### config.mk
export PLATFORM = sky130hd
export DESIGN_NAME = vga_copper_flat
export DESIGN_NICKNAME = d
export VERILOG_FILES = /design/src/rtl/vga_copper_if.sv /design/src/rtl/vga_copper.sv /design/src/flat_wrapper.sv
export SDC_FILE = /design/constraint.sdc
export NUM_CORES = 1
export LEC_CHECK = 0
export BUFFER_PORTS_ARGS = -buffer_cell sky130_fd_sc_hd__buf_2
export CORE_ASPECT_RATIO = 1.75
export CORE_MARGIN = 2
export CORE_UTILIZATION = 51
export CTS_CLUSTER_DIAMETER = 100
export DETAILED_ROUTE_END_ITERATION = 12
export PLACE_DENSITY = 0.77
export SYNTH_ARGS = -nofsm -noshare
export SYNTH_HDL_FRONTEND = slang
export SYNTH_SLANG_ARGS = --single-unit
### constraint.sdc
create_clock -name clk -period 3.43 [get_ports clk]
set_input_delay 0.343 -clock clk [delete_from_list [all_inputs] [get_ports clk]]
set_output_delay 0.343 -clock clk [all_outputs]
set_load 0.02 [all_outputs]
### src/rtl/vga_copper_if.sv
// Register-port bus of the tinyqv VGA peripheral: address, write data and
// write size (data_write_n == 2'b11 means no write this cycle).
interface vga_copper_if;
  logic [5:0]  address;
  logic [31:0] data_in;
  logic [1:0]  data_write_n;

  // The side that drives a write onto the bus.
  modport master (
    output address,
    output data_in,
    output data_write_n
  );

  // The side that receives the write.
  modport slave (
    input address,
    input data_in,
    input data_write_n
  );
endinterface

### src/rtl/vga_copper.sv
// Scanline-synchronised register-write sequencer ("copper") for the tinyqv
// VGA peripheral. Replays a list of (scanline, register, data) writes every
// frame and shares the peripheral register port with the CPU. The CPU always
// has priority; a blocked copper write simply retries on the next cycle.
module vga_copper #(
  parameter int DEPTH = 8,
  parameter int AW    = 3
) (
  input  logic          clk,
  input  logic          rst_n,
  input  logic          enable,
  input  logic          list_we,
  input  logic [AW-1:0] list_waddr,
  input  logic [31:0]   list_wdata,
  input  logic [AW:0]   list_len,
  input  logic [9:0]    vga_y,
  input  logic          vga_frame_start,
  vga_copper_if.slave   cpu,
  vga_copper_if.master  per,
  output logic          busy,
  output logic          overrun
);

  typedef enum logic [2:0] {
    IDLE   = 3'd0,
    FETCH  = 3'd1,
    WAIT_Y = 3'd2,
    ISSUE  = 3'd3,
    DONE   = 3'd4
  } state_t;

  localparam logic [AW:0] DEPTH_W = (AW+1)'(DEPTH);

  state_t        state_q, state_d;
  logic [AW-1:0] idx_q, idx_d;
  logic          overrun_q, overrun_d;
  logic [9:0]    cur_y_q;
  logic [5:0]    cur_addr_q;
  logic [15:0]   cur_data_q;
  logic [31:0]   mem_q [DEPTH];

  logic [AW:0]   len_c;
  logic [AW:0]   idx_inc;
  logic          accept;

  // Lengths beyond the list size run the whole list once.
  assign len_c   = (list_len > DEPTH_W) ? DEPTH_W : list_len;
  assign idx_inc = (AW+1)'(idx_q) + (AW+1)'(1);
  assign overrun = overrun_q;

  // List memory: written at any time, never reset.
  always_ff @(posedge clk) begin
    if (list_we) begin
      mem_q[list_waddr] <= list_wdata;
    end
  end

  // Latch the current entry during FETCH so later list writes cannot disturb it.
  always_ff @(posedge clk) begin
    if (!rst_n) begin
      cur_y_q    <= '0;
      cur_addr_q <= '0;
      cur_data_q <= '0;
    end else if (state_q == FETCH) begin
      cur_y_q    <= mem_q[idx_q][31:22];
      cur_addr_q <= mem_q[idx_q][21:16];
      cur_data_q <= mem_q[idx_q][15:0];
    end
  end

  // State register with list index and sticky overrun flag.
  always_ff @(posedge clk) begin
    if (!rst_n) begin
      state_q   <= IDLE;
      idx_q     <= '0;
      overrun_q <= 1'b0;
    end else begin
      state_q   <= state_d;
      idx_q     <= idx_d;
      overrun_q <= overrun_d;
    end
  end

  // Next-state logic: sequence through the list, restart on a new frame,
  // and drop back to IDLE whenever the copper is disabled.
  always_comb begin
    state_d   = state_q;
    idx_d     = idx_q;
    overrun_d = overrun_q;

    case (state_q)
      IDLE, DONE: begin
        if (vga_frame_start) begin
          idx_d   = '0;
          state_d = (len_c != '0) ? FETCH : DONE;
        end
      end
      FETCH: begin
        state_d = WAIT_Y;
      end
      WAIT_Y: begin
        // Entries whose scanline has already passed fire straight away.
        if (vga_y >= cur_y_q) begin
          state_d = ISSUE;
        end
      end
      ISSUE: begin
        if (accept) begin
          idx_d   = idx_inc[AW-1:0];
          // >= rather than == so a list shortened mid-frame still terminates.
          state_d = (idx_inc >= len_c) ? DONE : FETCH;
        end
      end
      default: begin
        state_d = IDLE;
        idx_d   = '0;
      end
    endcase

    // A new frame before the list finished: flag it and start over.
    if (vga_frame_start && busy) begin
      overrun_d = 1'b1;
      idx_d     = '0;
      state_d   = (len_c != '0) ? FETCH : DONE;
    end

    if (!enable) begin
      state_d   = IDLE;
      idx_d     = '0;
      overrun_d = 1'b0;
    end
  end

  // Output logic: busy flag and the CPU/copper mux onto the peripheral port.
  always_comb begin
    busy   = (state_q == FETCH) || (state_q == WAIT_Y) || (state_q == ISSUE);
    // The copper only gets the port in a cycle the CPU leaves idle; reset and
    // disable both suppress it immediately.
    accept = (state_q == ISSUE) && enable && rst_n && (cpu.data_write_n == 2'b11);

    per.address      = cpu.address;
    per.data_in      = cpu.data_in;
    per.data_write_n = cpu.data_write_n;
    if (accept) begin
      per.address      = cur_addr_q;
      per.data_in      = {16'd0, cur_data_q};
      per.data_write_n = 2'b01;
    end
  end

endmodule

### src/flat_wrapper.sv
// flat-port wrapper written by rule: the top's interface ports become plain ports
module vga_copper_flat 
#(
  parameter int DEPTH = 8,
  parameter int AW    = 3
)
  (clk, rst_n, enable, list_we, list_waddr, list_wdata, list_len, vga_y, vga_frame_start, busy, overrun, cpu_address, cpu_data_in, cpu_data_write_n, per_address, per_data_in, per_data_write_n);
  vga_copper_if cpu_i ();
  vga_copper_if per_i ();
  input  logic clk;
  input  logic rst_n;
  input  logic enable;
  input  logic list_we;
  input  logic [AW-1:0] list_waddr;
  input  logic [31:0] list_wdata;
  input  logic [AW:0] list_len;
  input  logic [9:0] vga_y;
  input  logic vga_frame_start;
  output logic busy;
  output logic overrun;
  input wire logic [$bits(cpu_i.address)-1:0] cpu_address;
  input wire logic [$bits(cpu_i.data_in)-1:0] cpu_data_in;
  input wire logic [$bits(cpu_i.data_write_n)-1:0] cpu_data_write_n;
  output wire logic [$bits(per_i.address)-1:0] per_address;
  output wire logic [$bits(per_i.data_in)-1:0] per_data_in;
  output wire logic [$bits(per_i.data_write_n)-1:0] per_data_write_n;
  assign cpu_i.address = cpu_address;
  assign cpu_i.data_in = cpu_data_in;
  assign cpu_i.data_write_n = cpu_data_write_n;
  assign per_address = per_i.address;
  assign per_data_in = per_i.data_in;
  assign per_data_write_n = per_i.data_write_n;
  vga_copper #(.DEPTH(DEPTH), .AW(AW)) u_core (.clk(clk), .rst_n(rst_n), .enable(enable), .list_we(list_we), .list_waddr(list_waddr), .list_wdata(list_wdata), .list_len(list_len), .vga_y(vga_y), .vga_frame_start(vga_frame_start), .cpu(cpu_i), .per(per_i), .busy(busy), .overrun(overrun));
endmodule
==> out/summary.txt <==
status = finished clean
most frequent cell after synthesis = edfxtp_1
pin count of the biggest net entering global routing = 66
die extent in y = 207 µm
drt initial violations = 455
static leakage = 4.96 nW
ys flop type = edfxtp_1
cell count after synthesis = 637
element type at the critical path start = flop
slowest CP cell = dfxtp_1
Final Non-Filler Cells = 1095
Cell variety after synth = 43
CP endpoint kind = output pin
WL/cell = 21.9 µm
# clock sinks = 295
worst endpoint required time = 3.09 ns
GRT overflow = 0
synth cell count leaders = edfxtp_1, mux4_2, dfxtp_1, nand2_1, mux2i_1
Synth top area share = 0.642
clock period minus final worst setup slack = 2.85 ns
largest area contributor in the netlist = edfxtp_1
Max VDD drop = 0.425 mV
Setup Buffers After CTS = 0
TritonCTS clock tree = done
wirelength, routed = 24000 µm
power per cell area = 535 nW/µm²
Layout Skew = 0.00786 ns
RR Startpoint = u_core.idx_q[0]$_SDFFE_PP0P_
number of global-route vias before repair = 6911
Clk pin slew, worst setup/hold paths = 0.07 ns
#FFs+latches synth = 295
IO buf count = 135
fillers = 1647
synthesized area per cell = 18.8 µm²
Worst Setup Path Type = reg2out
# hold bufs at CTS = 0
FF-to-FF path depth = 8
Slew Viols, Final = 0
# IOs = 136
min-delay worst type = in2reg
Warnings, synthesis = 0
nets = 881
CTS root buf = clkbuf_16
Hold Path Depth = 1
post-CTS sizing = 0
vias = 6342
first-pass GRT wire length = 37300 µm
core area = 23200 µm²
critical path peak fanout = 32
Pre-Repair DR Iteration Count = 5
initial antenna violation count = 1
Max Cap Viol = 0
detailed-route DRC error count = 0
Initial Util = 0.515
CTS buffer count = 24
H-Tree Level Count = 1
RR Endpoint = u_core.state_q[0]$_SDFFE_PN0P_
Mapped Area = 12000 µm²
Cells after DPL = 1050
biggest cell delay along the critical path = 0.50 ns
Synth-to-Final Area Change = 15.6%
final worst-path cycle share = 0.832
Clock Latency Late Sink = 0.53 ns
share of cells above drive strength 1 = 0.323
antenna-violating nets left = 0
number of synthesized flops with an enable pin = 256
GRT Total Usage = 0.199
crit path DAT = 2.51 ns
die area = 24800 µm²
routability cong. = 0.827
Final Setup Violations = 0
FMAX = 0.351 GHz
ys async rst share = 0
setup TNS = 0 ns
RSZ-0062 raised after global routing = false
Synth area leaders = edfxtp_1, mux4_2, dfxtp_1
R2R setup slack = 1.17 ns
crit path launch = u_core.state_q[1]$_SDFFE_PN0P_
mean number of vias per cell = 5.79
worst-path cell chain = nand3b_1, nor2_4, buf_12, mux2_1, buf_2
Die Wd = 120 µm
Rows = 74
Max clock buf depth = 3
Final Hold Viols = 0
HPWL Detailed = 14400 µm
Syn Nets = 746
register area share after synthesis = 0.707
worst-margin pin slew = 1.16 ns
worst hold start = list_wdata[16]
slew margin rel. = 0.224
worst-case hold path end point = u_core.mem_q[4][16]$_DFFE_PP_
[layer usage]
layer / track usage / wire (µm)
met1: 0.232 / 8930
met4: 0.0744 / 610
met5: 0 / 13
met3: 0.0324 / 1530
met2: 0.367 / 12900
[flip-flops by register name (all words and copies together) (netlist names)]
name,flops
u_core.idx_q,3
u_core.state_q,3
u_core.cur_y_q,10
u_core.cur_data_q,16
u_core.overrun,1
u_core.cur_addr_q,6
u_core.mem_q,256
[layout make-up]
type | instances | area (µm²) | share of cell area
flip-flops and latches | 295 | 8470 | 0.612
multi-input cells | 290 | 3270 | 0.236
repair buffers | 147 | 791 | 0.0571
clock buffers | 35 | 703 | 0.0508
well taps | 304 | 380 | 0.0275
clock inverters | 9 | 168 | 0.0121
inverters | 14 | 52.6 | 0.00380
diodes | 1 | 2.50 | 0.000181
[stage by stage]
| stage | power (mW) | hold slack (ns) | utilization | area [µm²] | worst slack (ns) |
|---|---|---|---|---|---|
| 6_report | 7.41 | 0.0806 | 0.596 | 13800 | 0.577 |
| 5_1_grt | 7.63 | 0.0802 | 0.596 | 13800 | 0.396 |
| 4_1_cts | 7.46 | 0.0604 | 0.596 | 13800 | 0.568 |
| 3_5_place_dp | 4.50 | 0.467 | 0.558 | 13000 | 1.14 |
| 3_3_place_gp | 4.47 | 0.441 | 0.558 | 13000 | 1.26 |
| 2_1_floorplan | 4.32 | 0.442 | - | 12000 | 0.240 |
[logic make-up (layout without fill, tap and decap cells)]
kind of cell,after synthesis,in the layout,synth area share
compound gates,57,57,0.0407
fa+ha+maj,15,15,0.0157
buf+inv,52,205,0.0249
mux,119,119,0.171
other cells,0,1,0
simple gates,98,98,0.0399
flops,295,295,0.707
xor+xnor,1,1,0.000732
[worst max path at each step]
stage | endpoint | cells after the start
floorplan | u_core.mem_q[0][0]$_DFFE_PP_ | 2
global placement | per_address[5] | 5
detailed placement | per_data_in[12] | 5
CTS | per_data_in[12] | 5
global route | per_data_in[11] | 5
finish | per_data_in[10] | 5
[placed cells by master, fill, tap and decap left out, types with 3 or more instances in the layout]
cell type / instances
edfxtp_1: 256
buf_2: 135
mux4_2: 57
nand2_1: 39
dfxtp_1: 36
mux2i_1: 33
o211a_1: 32
clkbuf_16: 25
mux2_1: 21
nor2b_1: 18
ha_1: 15
inv_1: 14
buf_4: 10
a21oi_1: 8
nor2_4: 7
nor2_1: 7
mux4_1: 7
clkbuf_1: 6
nand2b_1: 5
nor3_1: 5
bufinv_16: 5
o21ai_1: 4
clkbuf_8: 4
nor4_1: 3
[power breakdown]
| group | switching (mW) | leakage, nW | internal [mW] | total, mW |
|---|---|---|---|---|
| clock | 1.20 | 0.426 | 1.80 | 2.99 |
| sequential | 0.0411 | 2.65 | 4.02 | 4.06 |
| combinational | 0.213 | 1.89 | 0.142 | 0.356 |
| total | 1.45 | 4.96 | 5.96 | 7.41 |
[worst max-delay path: cells and delay by family, from the launching register on]
kind	cells	cell delay (ns)
simple gates	2	0.70
flops	1	0.50
buf+inv	2	0.41
mux	1	0.35
(Power assumes the default switching activity.)
